`src/rtl/wb_select_pipe.sv`:
```
// Write-back source selector with load byte/half extension and a one-entry
// valid/ready output stage. Optional counters under `WB_STATS_EN.
module wb_select_pipe #(
  parameter int          WIDTH     = 32,
  parameter int          NSRC      = 8,
  parameter int          SEL_W     = 4,
  parameter logic [31:0] CONST_VAL = 32'h000000E3,
  parameter int          LOAD_SRC  = 1
) (
  input  logic                  clk,
  input  logic                  reset_n,
  input  logic                  in_valid,
  output logic                  in_ready,
  input  logic [SEL_W-1:0]      sel,
  input  logic [NSRC*WIDTH-1:0] data_flat,
  input  logic [2:0]            ext_mode,
  input  logic [1:0]            byte_off,
  input  logic [4:0]            dst_in,
  input  logic                  flush,
  output logic                  out_valid,
  input  logic                  out_ready,
  output logic [WIDTH-1:0]      out_data,
  output logic [4:0]            out_dst,
  output logic                  sel_err,
`ifdef WB_STATS_EN
  output logic [31:0]           stat_xfer,
  output logic [31:0]           stat_stall,
`endif
  output logic                  dbg_state
);

  // Handshake: a transfer happens on any rising edge where valid && ready are
  // both high; valid never depends on ready, and the payload is held stable
  // while valid is high and ready is low.

  typedef enum logic {EMPTY = 1'b0, FULL = 1'b1} state_t;

  localparam logic [WIDTH-1:0] CONST_W = WIDTH'(CONST_VAL);

  state_t             state_q, state_d;
  logic               accept;
  logic [SEL_W-2:0]   idx;
  logic               use_const, idx_bad, is_load;
  logic [WIDTH-1:0]   src_word, ext_word, result;

  assign idx       = sel[SEL_W-2:0];
  assign use_const = sel[SEL_W-1];
  assign idx_bad   = !use_const && ({1'b0, idx} >= SEL_W'(NSRC));
  assign is_load   = !use_const && ({1'b0, idx} == SEL_W'(LOAD_SRC));

  always_comb begin
    src_word = '0;
    for (int i = 0; i < NSRC; i++) begin
      if ({1'b0, idx} == SEL_W'(i)) src_word = data_flat[i*WIDTH +: WIDTH];
    end
  end

  generate
    if (WIDTH == 32) begin : g_ext
      logic [7:0]  lane8;
      logic [15:0] lane16;
      always_comb begin
        case (byte_off)
          2'd0:    lane8 = src_word[7:0];
          2'd1:    lane8 = src_word[15:8];
          2'd2:    lane8 = src_word[23:16];
          default: lane8 = src_word[31:24];
        endcase
        lane16 = byte_off[1] ? src_word[31:16] : src_word[15:0];
        case (ext_mode)
          3'b001:  ext_word = {{24{lane8[7]}}, lane8};
          3'b010:  ext_word = {24'h0, lane8};
          3'b011:  ext_word = {{16{lane16[15]}}, lane16};
          3'b100:  ext_word = {16'h0, lane16};
          default: ext_word = src_word;
        endcase
      end
    end else begin : g_noext
      assign ext_word = src_word;
    end
  endgenerate

  always_comb begin
    if (use_const)    result = CONST_W;
    else if (idx_bad) result = '0;
    else if (is_load) result = ext_word;
    else              result = src_word;
  end

  assign out_valid = (state_q == FULL);
  assign in_ready  = !out_valid || out_ready;
  assign accept    = in_valid && in_ready && !flush;
  assign dbg_state = state_q;

  always_comb begin
    state_d = state_q;
    case (state_q)
      EMPTY:   if (accept) state_d = FULL;
      FULL:    if (accept) state_d = FULL;
               else if (out_ready) state_d = EMPTY;
      default: state_d = EMPTY;
    endcase
    // Flush wins over everything, including a same-cycle accept.
    if (flush) state_d = EMPTY;
  end

  always_ff @(posedge clk or negedge reset_n) begin
    if (!reset_n) begin
      state_q  <= EMPTY;
      out_data <= '0;
      out_dst  <= '0;
      sel_err  <= 1'b0;
    end else begin
      state_q <= state_d;
      if (accept) begin
        out_data <= result;
        out_dst  <= dst_in;
        if (idx_bad) sel_err <= 1'b1;
      end
    end
  end

`ifdef WB_STATS_EN
  always_ff @(posedge clk or negedge reset_n) begin
    if (!reset_n) begin
      stat_xfer  <= '0;
      stat_stall <= '0;
    end else begin
      if (out_valid && out_ready)  stat_xfer  <= stat_xfer + 32'd1;
      if (out_valid && !out_ready) stat_stall <= stat_stall + 32'd1;
    end
  end
`endif

endmodule

```
`config.mk`:
```
export PLATFORM = sky130hd
export DESIGN_NAME = wb_select_pipe
export DESIGN_NICKNAME = d
export VERILOG_FILES = /design/src/rtl/wb_select_pipe.sv
export SDC_FILE = /design/constraint.sdc
export NUM_CORES = 1
export LEC_CHECK = 0
export CORE_MARGIN = 4
export CORE_UTILIZATION = 33
export DETAILED_ROUTE_END_ITERATION = 7
export PLACE_DENSITY = 0.88
export SYNTH_ARGS = -nofsm -noshare
export SYNTH_HDL_FRONTEND = slang
export SYNTH_SLANG_ARGS = --single-unit
```
`constraint.sdc`:
```
create_clock -name clk -period 1.6 [get_ports clk]
set_input_delay 0.16 -clock clk [delete_from_list [all_inputs] [get_ports clk]]
set_output_delay 0.16 -clock clk [all_outputs]
set_load 0.01 [all_outputs]
```
# [Word level (Yosys, flattened, before mapping)]
# Cells that the tools add are included.
[op_classes] n_reduce_logical=9 eq_ne=13 bitwise_logic=1 muxes=18
[op_table] operator="$mux W32" n=10
[op_table] operator="$pmux W32 S4" n=1
[op_table] operator="$pmux W8 S3" n=1
[op_table] operator="$mux W16" n=1
[op_table] operator="$eq A3 B3 Y1 const B" n=5
[op_table] operator="$eq A3 B2 Y1 const B" n=4
[op_table] operator="$eq A3 B1 Y1 const B" n=2
[op_table] operator="$mux W1" n=4
[op_table] operator="$logic_and A1 B1 Y1" n=3
[op_table] operator="$logic_not A1 Y1" n=3
[op_table] operator="$logic_not A3 Y1" n=1
[op_table] operator="$eq A2 B1 Y1 const B" n=1
[op_table] operator="$eq A2 B2 Y1 const B" n=1
[op_table] operator="$logic_not A2 Y1" n=1
[op_table] operator="$pmux W1 S2" n=1
[op_table] operator="$logic_or A1 B1 Y1" n=1
[op_table] operator="$not A1 Y1" n=1
[word_totals] output_inout_bits=41 register_bits=38 input_bits=275 elab_cells=44

# [Depth between registers and ports, before layout]
# Gate-level depths: netlist (run 1).
[depth] ltp_word=13 depth_mapped=12 depth_no_buf=8

# [Worst setup path after synthesis (run 1)]
# No wires, ideal clock.
[synth_timing] path_type="input to register" start="input sel[2]" end="register out_data[6]" t_arrival_ns=1.842 path_buffers=4 stages=8 t_required_ns=1.479 setup_ns=0.121 slack_ns=-0.363 path_cell_list="buf_2 -> buf_2 -> buf_2 -> clkbuf_1 -> mux4_2 -> mux2i_1 -> o221ai_1 -> o22a_1"
[synth_between] elab_chain_len=13 elab_cells_between_ends=22 classes_between="eq/ne: 7; mux: 13; reduce/logical: 2"
[synth_rtl] item="from (decl)" line_no="14" source="input logic [SEL_W-1:0] sel,"
[synth_rtl] item="$logic_not A3 Y1" line_no="54" source="if ({1'b0, idx} == SEL_W'(i)) src_word = data_flat[i*WIDTH +: WIDTH];"
[synth_rtl] item="$mux W32 (8 in a row)" line_no="54"
[synth_rtl] item="$pmux W8 S3 or $mux W16 (tied branches)" line_no="63, 69"
[synth_rtl] item="$pmux W32 S4" line_no="70" source="case (ext_mode)"
[synth_rtl] item="$mux W32 *" line_no="86" source="else if (is_load) result = ext_word;"
[synth_rtl] item="$mux W32 *" line_no="84" source="if (use_const) result = CONST_W;"
[synth_rtl] item="to (signal assigned)" line_no="116" source="out_data <= result;"
[synth_rtl] item="to (decl)" line_no="22" source="output logic [WIDTH-1:0] out_data,"
# Every way passes the cells marked *; elsewhere a longest branch is shown, timed or not.
# A chain may end at the register's enable or synchronous reset.

# [Worst setup path in the final report (run 1)]
[layout_timing] start="input ext_mode[1]" end="register out_data[2]"
[layout_between] elab_chain_len=4 elab_cells_between_ends=7 classes_between="eq/ne: 4; mux: 3"
[layout_rtl] item="from (decl)" line_no="16" source="input logic [2:0] ext_mode,"
[layout_rtl] item="$eq A3 B3 Y1 (tied with other cells)" line_no="70"
[layout_rtl] item="$pmux W32 S4 *" line_no="70"
[layout_rtl] item="$mux W32 *" line_no="86"
[layout_rtl] item="$mux W32 *" line_no="84"
# Marked as above.

==> reports/results.txt, run 1 <==
status -> finished with violations
failing checks -> setup timing
crit path capture type -> flip-flop
Die X -> 127 um
Core Area -> 0.0139 sq mm
period utilization -> 111%
antenna violations before repair -> 2
full die area -> 0.0161 sq mm
largest net degree at the start of global routing -> 39
Slowest cell on crit path -> o31a_1
RSZ-0062 raised after global routing -> true
area delta synth->final -> 115%
CP startpoint kind -> primary input
Synth Net Count -> 843
r2r startpoint -> dbg_state$_DFF_PN0_
Worst-Skew Late Latency -> 0.29 ns
hold path startpoint -> dst_in[3]
DPL Wire Length -> 20.4 mm
routed len/inst -> 23.0 um
IO Port Bufs -> 314
DR vias -> 6943
clock tree sinks -> 38
DRC Markers -> 0
clock buffer depth -> 2
Initial Util -> 33.6%
nets -> 1282
final core occ -> 72.4%
Cell variety after synth -> 65
dpl cell area -> 0.00881 sq mm
crit path kind -> primary input to flip-flop
Worst Tran Pin Value -> 0.531 ns
count of buffer and inverter cells on the critical path -> 5
setup TNS -> -2.72 ns
final WL -> 27.4 mm
sequential share of the synthesized area -> 20.4%
met3 GRT Util -> 7.87%
Worst Setup SP -> ext_mode[1]
EDFF count, synth -> 0
FMAX -> 0.565 GHz
Leak -> 4.25 nW
Seq cells post-synth -> 38
CTS tree -> yes
Post-synth ARST share -> 100%
Clock Skew -> 0.00887 ns
FP Rows -> 43
CTS Buf Count -> 5
fin area -> 0.0100 sq mm
top-level port count -> 316
H-tree levels -> 2
count of mapped cells out of synthesis -> 568
max-cap violations -> 0
worst min path class -> primary input to flip-flop
Inst Count DP -> 1139
busiest grt layer -> met2
Cell Count, Final, Fillers Out -> 1190
# setup viols final -> 32
Worst VDD drop -> 0.417 mV
max-slew violation count -> 0
global-route wire length before repair -> 38.8 mm
Final ANT Viol Nets -> 0
Setup WS post-layout -> -0.169 ns
fillers -> 962
main flop type after synthesis -> dfrtp_1
post-synthesis cell area -> 0.00467 sq mm
DRT Pass-1 Iters -> 5
GRT Total Usage -> 30.8%
CP top delay family -> compound AO/OA/AOI/OAI gates
GPL Wtd Cong -> 0.963
critical path fanouts, max -> 4
pwr/cell area -> 517 mW/mm^2
Avg Vias per Cell -> 5.83
fin crit period -> 1.77 ns
met1 usage -> 35.5%
Root Buffer -> clkbuf_16
DR iter-0 viols -> 650
Slew HR -> 64.4%
worst hold slack -> 0.420 ns
die height -> 127 um
CP arrival -> 1.94 ns
global route overflow -> 0
vias in the first global route -> 7044
Mean Syn Cell Area -> 8.22 sq um
yosys warns -> 0
Largest stage delay, worst path -> 0.28 ns
routing usage on met2 -> 53.7%
Final Hold Viols -> 0
worst path cell trace -> buf_6 -> buf_6 -> buf_4 -> and3b_1 -> a21oi_1 -> buf_4 -> nand2b_1 -> inv_1 -> a32oi_2 -> o41ai_2 -> o31a_1
clock slew at reported path FFs -> 0.06 ns
Required @ worst endpoint -> 1.77 ns
layout cells sized above 1 -> 33.2%
-- cells by family (layout without fill, tap and decap cells) --
| group | count (synthesis) | after routing | share of synthesized area (%) |
|---|---|---|---|
| AOI/OAI and AO/OA | 188 | 188 | 27.4 |
| and+or+nand+nor | 188 | 188 | 18.4 |
| muxes | 90 | 90 | 25.7 |
| buffers and inverters | 62 | 502 | 7.80 |
| DFF | 38 | 38 | 20.4 |
| other | 1 | 3 | 0.0803 |
| xor gates and xnor gates | 1 | 1 | 0.188 |
-- Yosys cell counts (11+ instances only) --
master	n	area share, %
inv_1	11	0.88
nand2_1	81	6.5
mux4_2	20	9.6
nand2b_1	14	1.9
mux2i_1	54	12
o21ai_0	30	3.2
nor2_1	50	4.0
dfrtp_1	38	20
o21ai_1	14	1.5
mux2_2	13	3.1
a21oi_1	37	4.0
buf_4	11	1.8
a22oi_1	12	1.9
buf_2	15	1.6
clkbuf_1	18	1.4
-- final cells by class --
type / count / area [sq um] / area share (%)
flip-flops and latches: 38 / 951 / 9.47
clock inverters: 2 / 12.5 / 0.125
inverters: 11 / 45.0 / 0.448
well taps: 180 / 225 / 2.24
multi-input cells: 468 / 3940 / 39.2
diodes: 2 / 5.00 / 0.0498
clock buffers: 6 / 139 / 1.38
repair buffers: 483 / 4730 / 47.1
-- layout by cell type (no fill, tap or decap), types with 6 or more instances in the layout --
cell type / count
o21ai_2: 18
mux2_2: 12
nand2_1: 76
a211oi_2: 6
buf_12: 9
dfrtp_1: 38
nand2b_1: 11
o21ai_0: 9
a21oi_2: 10
o22ai_1: 9
inv_1: 8
clkbuf_16: 6
nor2_1: 45
buf_4: 123
o21ai_1: 15
clkdlybuf4s50_1: 267
o221ai_1: 6
a22oi_2: 8
a21oi_1: 27
dlygate4sd2_1: 28
mux2i_1: 48
buf_2: 10
mux4_2: 22
buf_6: 32
-- per-stage QoR --
step / total power (W) / setup slack [ns]
floorplan: 0.00216 / -0.277
global placement: 0.00368 / -0.814
detailed placement: 0.00373 / -0.829
CTS: 0.00497 / -0.134
global route: 0.00540 / -0.210
finish: 0.00520 / -0.169
-- routing by layer --
| metal | share of wire [%] | wire length, um |
|---|---|---|
| met5 | 0 | 0 |
| met4 | 5.5 | 1500 |
| met3 | 9.5 | 2600 |
| met2 | 49 | 13500 |
| met1 | 36 | 9850 |
-- power breakdown --
group,switching [W],leakage (nW),total (W),internal (W)
Clock,0.000407,0.0729,0.00102,0.000617
Combinational,0.00127,3.70,0.00298,0.00171
Sequential,0.0000949,0.480,0.00119,0.00110
Total,0.00177,4.25,0.00520,0.00343
-- tightest hold or removal path: cells and delay by family --
family,cells,cell delay (ns)
buffers and inverters,1,0.40
AND/OR/NAND/NOR,2,0.11
-- flip-flops by register name (all words and copies together), names as in the netlist --
| name | cells |
|---|---|
| dbg_state | 1 |
| out_data | 32 |
| out_dst | 5 |
-- final timing paths --
check | cells after the start | slack, ns | endpoint
max | 11 | -0.17 | out_data[2]$_DFFE_PN0P_
min | 3 | 0.42 | out_dst[3]$_DFFE_PN0P_
max reg2reg | 8 | -0.07 | out_data[17]$_DFFE_PN0P_
min reg2reg | 2 | 0.47 | out_dst[4]$_DFFE_PN0P_
max in group asynchronous | 3 | 0.77 | out_data[21]$_DFFE_PN0P_
min in group asynchronous | 3 | 0.48 | out_dst[4]$_DFFE_PN0P_
-- what timing repair did --
item / in CTS / in global routing
hold buffers: 1 / 0
hold endpoints to repair: 38 / 0
setup buffers: 26 / 10
setup endpoints to repair: 33 / 32
cloned: 5 / 1
gates resized for setup: 195 / 58
pin swaps: 72 / 34
Note: power is estimated with default switching activity, not from simulation.
==> run 2: changes to the inputs <==
--- a/config.mk
+++ b/config.mk
@@ -5,7 +5,7 @@
 export SDC_FILE = /design/constraint.sdc
 export NUM_CORES = 1
 export LEC_CHECK = 0
-export CORE_MARGIN = 4
+export CORE_MARGIN = 2
 export CORE_UTILIZATION = 33
 export DETAILED_ROUTE_END_ITERATION = 7
 export PLACE_DENSITY = 0.88
==> reports/results.txt, run 2 (synthesized netlist as in run 1, its figures left out) <==
Cell Count, Final, Fillers Out -> 1199
Worst VDD drop -> 0.482 mV
clock tree sinks -> 38
max-cap violations -> 0
failing checks -> setup timing
clock slew at reported path FFs -> 0.06 ns
most flop-heavy register -> out_data
largest net degree at the start of global routing -> 39
final WL -> 26.5 mm
Setup WS post-layout -> -0.284 ns
Largest register FFs -> 32
Final ANT Viol Nets -> 0
DRT Pass-1 Iters -> 5
full die area -> 0.0151 sq mm
area delta synth->final -> 116%
Final Hold Viols -> 0
Root Buffer -> clkbuf_16
routed len/inst -> 22.1 um
H-tree levels -> 2
final core occ -> 73.1%
DR iter-0 viols -> 591
pwr/cell area -> 539 mW/mm^2
Slowest cell on crit path -> mux4_2
nets -> 1290
pre-CTS setup slack -> -0.979 ns
global route overflow -> 0
vias in the first global route -> 6900
RSZ-0062 raised after global routing -> true
layout cells sized above 1 -> 33.1%
status -> finished with violations
top-level port count -> 316
R2R cell count -> 8
FP Rows -> 43
Core Area -> 0.0138 sq mm
fin area -> 0.0101 sq mm
Crit path depth -> 8
CTS tree -> yes
dpl cell area -> 0.00892 sq mm
Clock Skew -> 0.00267 ns
GPL Wtd Cong -> 0.990
worst min path class -> primary input to asynchronous set/reset pin
IO Port Bufs -> 314
Leak -> 4.28 nW
DR vias -> 7022
crit path kind -> primary input to flip-flop
Largest stage delay, worst path -> 0.53 ns
CP arrival -> 2.04 ns
DPL Wire Length -> 19.9 mm
Required @ worst endpoint -> 1.76 ns
worst path cell trace -> buf_12 -> mux4_2 -> mux2i_4 -> or3_1 -> nand4_1 -> nor2_2 -> o311ai_1 -> a22o_1
Worst-Skew Late Latency -> 0.28 ns
period utilization -> 118%
GRT Total Usage -> 31.6%
die height -> 123 um
clock buffer depth -> 2
Inst Count DP -> 1156
Slew HR -> 66.9%
fillers -> 923
max-slew violation count -> 0
multi-input combinational cell area -> 0.00394 sq mm
crit path capture type -> flip-flop
fin crit period -> 1.88 ns
CP startpoint kind -> primary input
critical path fanouts, max -> 4
# setup viols final -> 32
FF+latch area -> 951 sq um
CP top delay family -> multiplexers
DRC Markers -> 0
Avg Vias per Cell -> 5.86
Worst Tran Pin Value -> 0.489 ns
antenna violations before repair -> 3
Die X -> 123 um
CTS Buf Count -> 5
commonest non-fill, non-tap cell in the layout -> clkdlybuf4s50_1
global-route wire length before repair -> 36.5 mm
Initial Util -> 33.8%
count of buffer and inverter cells on the critical path -> 1
FMAX -> 0.531 GHz
commonest non-fill, non-tap cells in the layout -> clkdlybuf4s50_1, buf_4, nand2_1, mux2i_1, nor2_1
run 2: area by class of cell:
class / count / area share (%)
Clock inverter: 3 / 0.681
Inverter: 11 / 0.446
Tap cell: 180 / 2.23
Multi-Input combinational cell: 468 / 39.0
Timing Repair Buffer: 491 / 46.9
Sequential cell: 38 / 9.41
Antenna cell: 3 / 0.0743
Clock buffer: 5 / 1.24
run 2: final timing paths:
check                                         startpoint                       end  slack, ns
worst min register to register  out_data[28]$_DFFE_PN0P_  out_data[28]$_DFFE_PN0P_       0.47
worst max register to register       dbg_state$_DFF_PN0_   out_data[2]$_DFFE_PN0P_      -0.26
max in group asynchronous                        reset_n   out_data[3]$_DFFE_PN0P_       1.03
worst min-delay path                             reset_n    out_dst[3]$_DFFE_PN0P_       0.38
worst max-delay path                              sel[0]  out_data[10]$_DFFE_PN0P_      -0.28
min in group clk                               dst_in[0]    out_dst[0]$_DFFE_PN0P_       0.41
run 2: power by group:
part	switching [W]	internal, W
logic	0.00126	0.00169
clock network	0.000404	0.000896
registers	0.0000894	0.00110
run 2: metal layers:
| metal | wire length [um] | share of wire [%] | vias to the layer above | track usage (%) |
|---|---|---|---|---|
| met1 | 9200 | 35 | 3271 | 37.8 |
| li1 | - | - | 3064 | - |
| met3 | 2730 | 10 | 137 | 6.32 |
| met4 | 1480 | 5.6 | 2 | 14.1 |
| met5 | 13 | 0.049 | - | 0 |
| met2 | 13100 | 49 | 548 | 54.7 |
run 2: tightest hold or removal path, cell delays in order:
cell and delay (ns):
dlygate4sd3_1 0.52, buf_2 0.12, buf_12 0.22
run 2: through the flow:
| step | hold slack [ns] | TNS (ns) | power, W |
|---|---|---|---|
| finish | 0.376 | -4.89 | 0.00544 |
| floorplan | -0.136 | -5.92 | 0.00216 |
| CTS | 0.386 | -2.84 | 0.00520 |
| detailed placement | 0.143 | -25.37 | 0.00375 |
| global placement | 0.140 | -22.09 | 0.00370 |
| global route | 0.426 | -6.67 | 0.00564 |
run 2: repair_timing:
action	CTS	global route
hold buffers	1	0
endpoints found under the setup margin	33	32
buffers inserted	15	13
endpoints found under the hold margin	38	0
gates cloned	1	3
pin swaps	30	47
resized for setup	156	80
